===== src/rtl/step_ctrl_pkg.sv =====
// Shared types and defaults for the step/burst clock-enable controller.
package step_ctrl_pkg;

    localparam int CNT_W_DEF = 16;
    localparam int PC_W_DEF  = 32;

    typedef enum logic [1:0] {
        ST_IDLE = 2'd0,
        ST_STEP = 2'd1,
        ST_RUN  = 2'd2,
        ST_HALT = 2'd3
    } state_t;

    function automatic logic is_active(input state_t s);
        return (s == ST_STEP) || (s == ST_RUN);
    endfunction

endpackage


===== src/rtl/step_ctrl_sync_edge.sv =====
// Two-flop synchronizer for an asynchronous VIO level, followed by a
// registered one-cycle rising-edge pulse.
module step_ctrl_sync_edge (
    input  logic clk,
    input  logic reset,
    input  logic level,
    output logic rise
);

    logic sync_1;
    logic sync_2;
    logic sync_2_d;

    always_ff @(posedge clk or posedge reset) begin
        if (reset) begin
            sync_1   <= 1'b0;
            sync_2   <= 1'b0;
            sync_2_d <= 1'b0;
            rise     <= 1'b0;
        end else begin
            sync_1   <= level;
            sync_2   <= sync_1;
            sync_2_d <= sync_2;
            rise     <= sync_2 & ~sync_2_d;
        end
    end

endmodule


===== src/rtl/step_ctrl.sv =====
// Converts VIO step/run/clear toggles into one-cycle CPU clock enables,
// with N-instruction bursts, PC breakpoints and fault halts.
//
// state | meaning
// IDLE  | waiting for a step or run request
// STEP  | single enable issued this cycle
// RUN   | burst in progress, one enable per cycle
// HALT  | stopped on breakpoint or fault, waiting for clear_halt
module step_ctrl
    import step_ctrl_pkg::*;
#(
    parameter int CNT_W = CNT_W_DEF,
    parameter int PC_W  = PC_W_DEF
) (
    input  logic             clk,
    input  logic             reset,
    input  logic             man_step,
    input  logic             run_req,
    input  logic             clear_halt,
    input  logic [CNT_W-1:0] run_count,
    input  logic             break_en,
    input  logic [PC_W-1:0]  break_pc,
    input  logic [PC_W-1:0]  pc,
    input  logic             fault,
    output logic             cpu_en,
    output logic             busy,
    output logic             halted_break,
    output logic             halted_fault,
    output logic [CNT_W-1:0] steps_done
);

    localparam logic [CNT_W-1:0] CNT_ONE = CNT_W'(1);

    logic step_rise;
    logic run_rise;
    logic clear_rise;

    state_t           state_q, state_d;
    logic [CNT_W-1:0] remaining_q, remaining_d;
    logic             halted_break_q, halted_break_d;
    logic             halted_fault_q, halted_fault_d;
    logic             cpu_en_q, cpu_en_d;
    logic             busy_q;
    logic             bp_hit;

    step_ctrl_sync_edge u_sync_step (
        .clk   (clk),
        .reset (reset),
        .level (man_step),
        .rise  (step_rise)
    );

    step_ctrl_sync_edge u_sync_run (
        .clk   (clk),
        .reset (reset),
        .level (run_req),
        .rise  (run_rise)
    );

    step_ctrl_sync_edge u_sync_clear (
        .clk   (clk),
        .reset (reset),
        .level (clear_halt),
        .rise  (clear_rise)
    );

    // Every RUN cycle has already issued an enable, and pc reflects it, so
    // the compare is only meaningful there; starting on the breakpoint runs past it.
    assign bp_hit = break_en && (pc == break_pc);

    always_comb begin
        state_d        = state_q;
        remaining_d    = remaining_q;
        halted_break_d = halted_break_q;
        halted_fault_d = halted_fault_q;

        if (fault) begin
            state_d        = ST_HALT;
            halted_fault_d = 1'b1;
            remaining_d    = '0;
        end else begin
            case (state_q)
                ST_IDLE: begin
                    if (run_rise) begin
                        if (run_count != '0) begin
                            state_d     = ST_RUN;
                            remaining_d = run_count;
                        end
                    end else if (step_rise) begin
                        state_d = ST_STEP;
                    end
                end
                ST_STEP: begin
                    state_d = ST_IDLE;
                end
                ST_RUN: begin
                    if (bp_hit) begin
                        state_d        = ST_HALT;
                        halted_break_d = 1'b1;
                        remaining_d    = '0;
                    end else if (remaining_q == CNT_ONE) begin
                        state_d     = ST_IDLE;
                        remaining_d = '0;
                    end else begin
                        remaining_d = remaining_q - CNT_ONE;
                    end
                end
                ST_HALT: begin
                    if (clear_rise) begin
                        state_d        = ST_IDLE;
                        halted_break_d = 1'b0;
                        halted_fault_d = 1'b0;
                    end
                end
                default: begin
                    state_d = ST_IDLE;
                end
            endcase
        end

        cpu_en_d = is_active(state_d);
    end

    always_ff @(posedge clk or posedge reset) begin
        if (reset) begin
            state_q        <= ST_IDLE;
            remaining_q    <= '0;
            halted_break_q <= 1'b0;
            halted_fault_q <= 1'b0;
            cpu_en_q       <= 1'b0;
            busy_q         <= 1'b0;
        end else begin
            state_q        <= state_d;
            remaining_q    <= remaining_d;
            halted_break_q <= halted_break_d;
            halted_fault_q <= halted_fault_d;
            cpu_en_q       <= cpu_en_d;
            busy_q         <= cpu_en_d;
        end
    end

    always_ff @(posedge clk or posedge reset) begin
        if (reset) begin
            steps_done <= '0;
        end else if (cpu_en_q) begin
            steps_done <= steps_done + CNT_ONE;
        end
    end

    assign cpu_en       = cpu_en_q;
    assign busy         = busy_q;
    assign halted_break = halted_break_q;
    assign halted_fault = halted_fault_q;

endmodule


===== config.mk =====
export PLATFORM = sky130hd
export DESIGN_NAME = step_ctrl
export DESIGN_NICKNAME = d
export VERILOG_FILES = /design/src/rtl/step_ctrl_pkg.sv /design/src/rtl/step_ctrl_sync_edge.sv /design/src/rtl/step_ctrl.sv
export SDC_FILE = /design/constraint.sdc
export NUM_CORES = 1
export LEC_CHECK = 0
export ABC_AREA = 1
export ABC_CLOCK_PERIOD_IN_PS = 1450
export BUFFER_PORTS_ARGS = -buffer_cell sky130_fd_sc_hd__clkbuf_2
export CAP_MARGIN = 20
export CORE_ASPECT_RATIO = 1.4
export CORE_UTILIZATION = 40
export CTS_CLUSTER_DIAMETER = 80
export CTS_CLUSTER_SIZE = 16
export DETAILED_ROUTE_END_ITERATION = 10
export PLACE_DENSITY = 0.67
export SLEW_MARGIN = 5
export SYNTH_ARGS = -nofsm -noshare
export SYNTH_HDL_FRONTEND = slang
export SYNTH_SLANG_ARGS = --single-unit

===== constraint.sdc =====
create_clock -name clk -period 1.45 [get_ports clk]
set_input_delay 0.0725 -clock clk [delete_from_list [all_inputs] [get_ports clk]]
set_output_delay 0.0725 -clock clk [all_outputs]
set_load 0.005 [all_outputs]

# [After elaboration in Yosys (flattened, before gate mapping)]
# Index checks and enable logic that the tools add are counted.
[word_totals] ff_bits=49 latch_bits=0 ram_bits=0 mem_bits_ro=0 input_bits=87 out_inout_bits=20 mem_count=0
[op_classes] n_addsub=2 multipliers=0 div_mod_pow=0 magnitude_cmp=0 eq_ne=11 n_shift=0 n_mux=19 bitwise=7 reduce_logical=11
[op_table] operator="$mux W16" count=5
[op_table] operator="$eq A32 B32 Y1" count=1
[op_table] operator="$pmux W16 S2" count=1
[op_table] operator="$add A16 B1 Y16 const B" count=1
[op_table] operator="$eq A16 B1 Y1 const B" count=1
[op_table] operator="$reduce_bool A16 Y1" count=1
[op_table] operator="$sub A16 B1 Y16 const B" count=1
[op_table] operator="$mux W2" count=7
[op_table] operator="$pmux W2 S4" count=1
[op_table] operator="$eq A2 B2 Y1 const B" count=3
[op_table] operator="$reduce_bool A2 Y1" count=3
[op_table] operator="$eq A2 B1 Y1 const B" count=2
[op_table] operator="$mux W1" count=4
[op_table] operator="$not A1 Y1" count=4
[op_table] operator="$reduce_and A4 Y1" count=1
[op_table] operator="$and A1 B1 Y1" count=3
[op_table] operator="$ne A3 B2 Y1 const B" count=1
[op_table] operator="$ne A3 B3 Y1 const B" count=1
[op_table] operator="$reduce_and A3 Y1" count=1
[op_table] operator="$reduce_bool A3 Y1" count=1
[op_table] operator="$logic_not A2 Y1" count=1
[op_table] operator="$ne A2 B1 Y1 const B" count=1
[op_table] operator="$ne A2 B2 Y1 const B" count=1
[op_table] operator="$pmux W1 S2" count=1
[op_table] operator="other kinds (3)" count=3

# [Longest topological paths before layout]
[logic_depth] ltp_word=7 ltp_mapped=14 depth_no_buf=13

# [By module]
# Synthesis repeated with hierarchy kept, for this count alone.
[hier_totals] hier_cells=544 hier_area_um2=3519.6
[modules_own_cells] mod="step_ctrl" instances=1 cells_per_inst=523 area_per_inst_um2=3178.0
[modules_own_cells] mod="step_ctrl_sync_edge" instances=3 cells_per_inst=7 area_per_inst_um2=113.9

# [Least setup slack after synthesis]
# OpenSTA, ideal clock, no wires.
[synth_path] kind="register to register" startpoint="reg remaining_q[0]" endpoint="reg remaining_q[14]" arrival_time_ns=1.398 t_required_ns=1.333 setup_slack_ns=-0.065 stages_incl_launch_ff=12 n_path_buf=0 cell_sequence="dfrtp_1 > inv_1 > ha_1 > nand3_1 > nor2_1 > nand3_1 > o21ai_2 > inv_1 > nand3_1 > nand2_1 > nand2_1 > nand2_1"
[synth_between] elab_chain_cells=5 word_cells_on_any_way=6 classes_between="add/sub (1); eq/ne (1); mux (4)"
[synth_lines] item="start, declared" line_no="step_ctrl.sv:39" rtl="logic [CNT_W-1:0] remaining_q, remaining_d;"
[synth_lines] item="start signal, assigned" line_no="step_ctrl.sv:134" rtl="remaining_q <= remaining_d;"
[synth_lines] item="$sub A16 B1 Y16 / $eq A16 B1 Y1 (equally long branches)" line_no="step_ctrl.sv:105, step_ctrl.sv:101"
[synth_lines] item="$mux W16 (*)" line_no="step_ctrl.sv:101" rtl="end else if (remaining_q == CNT_ONE) begin"
[synth_lines] item="$mux W16 (*)" line_no="step_ctrl.sv:97" rtl="if (bp_hit) begin"
[synth_lines] item="$pmux W16 S2 (*)" line_no="step_ctrl.sv:82" rtl="case (state_q)"
[synth_lines] item="$mux W16 (*)" line_no="step_ctrl.sv:77" rtl="if (fault) begin"
# Every way passes the cells marked *; elsewhere a longest branch is shown, timed or not.
# A chain may end at the register's enable or synchronous reset.

# [Worst setup path after layout]
[layout_path] startpoint="reg remaining_q[7]" endpoint="reg remaining_q[9]"
# Same word-level chain as after synthesis.

==> flow_metrics.py <==
metrics = {
    "run_status": {
        "run_status": "complete, but fails checks",
        "violations": "negative setup slack",
    },
    "pwr": {
        "leakagePower_nw": 3.01,
        "ir_worst_vdd_v": 0.000769,
        "p_per_area_nw_per_um2": 1020,
    },
    "routing": {
        "routed_via_density": 4.80,
        "drc_errors": 0,
        "ant_nets": 0,
        "wl_microns": 10200,
        "detail_route.first_pass.iterations": 4,
        "vias": 3884,
        "wl_per_cell_microns": 12.6,
        "drt_iter0_drc": 214,
    },
    "finish": {
        "synthToLayoutAreaGrowth_pct": 43.3,
        "multi_input_area_sq_um": 2230,
        "fin_util": 0.595,
        "nets": 795,
        "stdcell_area_sq_um": 5120,
        "fillers": 758,
        "layout.area.seq_sq_um": 1230,
        "insertedDiodeCount": 0,
        "layout-drive-gt1-share": 0.343,
    },
    "place": {
        "gp_congestion": 0.875,
        "place_area_sq_um": 4520,
        "dp_hpwl_microns": 7350,
        "numPortBuffers": 106,
    },
    "clock_tree": {
        "cts_max_path_buffers": 2,
        "numCtsBuffers": 5,
        "clkTransAtPathRegs_ps": 70,
        "root_buffer": "clkbuf_16",
        "cts_tree": "done",
        "clock-sinks": 49,
        "cts_max_level": 2,
        "clk-insertion-delay-late_ps": 290,
    },
    "critical_path": {
        "crit_end": "remaining_q[9]",
        "crit_path_start": "remaining_q[7]",
        "worstPathArrival_ps": 1780,
        "end_kind": "flop",
        "reg2reg_slack_ps": -140,
        "reg2reg_depth": 11,
        "worst-endpoint-required_ps": 1640,
        "critPathMaxFanout": 8,
        "worstSetupStartpointType": "flop",
        "path_class": "reg2reg",
        "r2r-start": "remaining_q[7]",
        "reg2reg_to": "remaining_q[9]",
    },
    "global_route": {
        "antenna_found_initial": 0,
        "overflow": 0,
        "gr-usage-all-layers": 0.218,
        "grt_max_degree": 50,
        "grt_pass1_vias": 3626,
        "grt_pass1_wl_microns": 15800,
    },
    "timing": {
        "tightest_slew_ps": 309,
        "period_needed_ps": 1590,
        "rsz0062_at_grt": "yes",
        "finalCritPeriodShare": 1.10,
        "clock_skew_ps": 5.99,
        "setup_viol": 17,
        "max_freq_mhz": 628,
        "max-slew-margin-rel": 0.793,
        "whs_ps": 86.3,
        "drv_slew": 0,
        "hold_viol": 0,
        "setup_slack_ps": -144,
    },
    "synth": {
        "syn_inst": 539,
        "synth_nets": 629,
        "syn-cell-area_sq_um": 3570,
        "syn_area_per_cell_sq_um": 6.63,
        "yosysWarnings": 0,
        "synth-seq-cells": 49,
        "synth_seq_area_share": 0.343,
        "synth-edff-count": 0,
        "yosys.cell_types.count": 40,
        "synthFlopType": "dfrtp_1",
        "async_flop_share": 1.00,
    },
    "floorplanning": {
        "initial_core_util": 0.415,
        "dieArea_sq_um": 9320,
        "die_w_microns": 81.9,
        "rows": 40,
        "io_pins": 107,
        "core_area_sq_um": 8610,
        "die-height_microns": 114,
    },
    "min_path": {
        "hp-class": "in2reg",
    },
    "job": {
        "drv_cap": 0,
    },
}
==> logic make-up after synthesis <==
logic type | synth area share
AND/OR/NAND/NOR | 0.426
buffers and inverters | 0.103
flip-flops | 0.343
XOR/XNOR | 0.0805
AO/OA/AOI/OAI | 0.0336
adder cells (fa/ha/maj) | 0.0105
multiplexers | 0.00315
==> critical path: stages, from the launching register on <==
cell and delay, ps:
dfrtp_2 480, nor2_4 150, nand3_2 90, nor2_2 120
nand2_2 100, nand2_8 140, buf_4 140, a31oi_4 30
nand3_1 80, nand2_1 50, nand2_1 50, nand2_1 40
==> cell usage in the layout (no fill, tap or decap), drive strengths merged <==
cell and count:
nand2 223, clkbuf 111, inv 90, nor2 69
buf 53, dfrtp 49, nand3 28, xor2 18
xnor2 14, nand4 14, o21ai 8, dlygate4sd3 4
nand3b 3, nor3 3, ha 3, a31oi 3
or2 2, nor4 2, a21oi 2, a21boi 1
a21o 1, o211a 1, o211ai 1, mux2 1
bufinv 1
==> Yosys cell counts (2+ instances only) <==
cell	n	area share
a21oi_1	2	0.0028
a31oi_1	2	0.0035
buf_4	2	0.0042
dfrtp_1	49	0.34
ha_1	3	0.011
inv_1	85	0.089
inv_2	2	0.0021
nand2_1	219	0.23
nand2_2	3	0.0053
nand3_1	27	0.038
nand3b_1	3	0.0063
nand4_1	11	0.019
nand4_4	3	0.018
nor2_1	62	0.065
nor2_2	4	0.0070
nor2_4	3	0.0095
o21ai_0	6	0.0084
or2_2	2	0.0035
xnor2_1	13	0.032
xor2_1	18	0.044
==> per-layer routing <==
| layer | up-vias | GRT usage | routed length, microns |
|---|---|---|---|
| met1 | 1786 | 0.244 | 3900 |
| met2 | 108 | 0.396 | 5490 |
| li1 | 1957 | - | - |
| met5 | - | 0 | 0 |
| met3 | 33 | 0.0424 | 425 |
| met4 | 0 | 0.0795 | 350 |
==> worst min path at each step <==
stage                     endpoint  cells past startpoint  slack [ps]           from
6_report           remaining_q[13]                      5          90  run_count[13]
3_5_place_dp    u_sync_step.sync_1                      3         120          reset
4_1_cts             remaining_q[2]                      5          90   run_count[2]
5_1_grt            remaining_q[12]                      5         110  run_count[12]
3_3_place_gp    u_sync_step.sync_1                      3         120          reset
2_1_floorplan  u_sync_clear.sync_1                      0         100     clear_halt
==> registers in the layout (all words and copies together) (netlist names) <==
name / flops
halted_break: 1
busy: 1
u_sync_run.sync_1: 1
u_sync_step.rise: 1
u_sync_clear.sync_2: 1
u_sync_step.sync_1: 1
state_q: 2
u_sync_step.sync_2: 1
u_sync_run.rise: 1
remaining_q: 16
u_sync_clear.sync_1: 1
u_sync_step.sync_2_d: 1
steps_done: 16
u_sync_clear.sync_2_d: 1
u_sync_run.sync_2_d: 1
u_sync_clear.rise: 1
halted_fault: 1
u_sync_run.sync_2: 1
==> repair_timing <==
item	4_1_cts	5_1_grt
setup buffers	2	13
hold endpoints to repair	52	0
hold buffers	4	0
pin swaps	7	33
endpoints found under the setup margin	17	23
cloned	0	1
gates resized for setup	25	50
==> final cells by class <==
| class | count | share of cell area |
|---|---|---|
| tap | 105 | 0.0257 |
| clock inverter | 2 | 0.00758 |
| sequential | 49 | 0.241 |
| clock buffer | 5 | 0.0244 |
| timing repair buffer | 163 | 0.197 |
| timing repair inverter | 1 | 0.00122 |
| multi-input combinational | 397 | 0.436 |
| inverter | 88 | 0.0670 |
==> power by group <==
group	leakage, nW	internal, mW	switching, mW
Combinational	2.31	0.986	1.11
Sequential	0.615	1.55	0.229
Clock	0.0803	0.811	0.536
Total	3.01	3.35	1.88
==> per-stage QoR <==
stage	total power, mW	instances	TNS [ps]	worst slack [ps]
3_3_place_gp	3.37	783	-237	-64.1
6_report	5.23	810	-1140	-144
3_5_place_dp	3.40	783	-589	-92.2
2_1_floorplan	2.67	539	-94.3	-52.1
5_1_grt	5.53	810	-2650	-206
4_1_cts	4.88	796	-148	-44.3
Power figures use the tool's default switching activity.
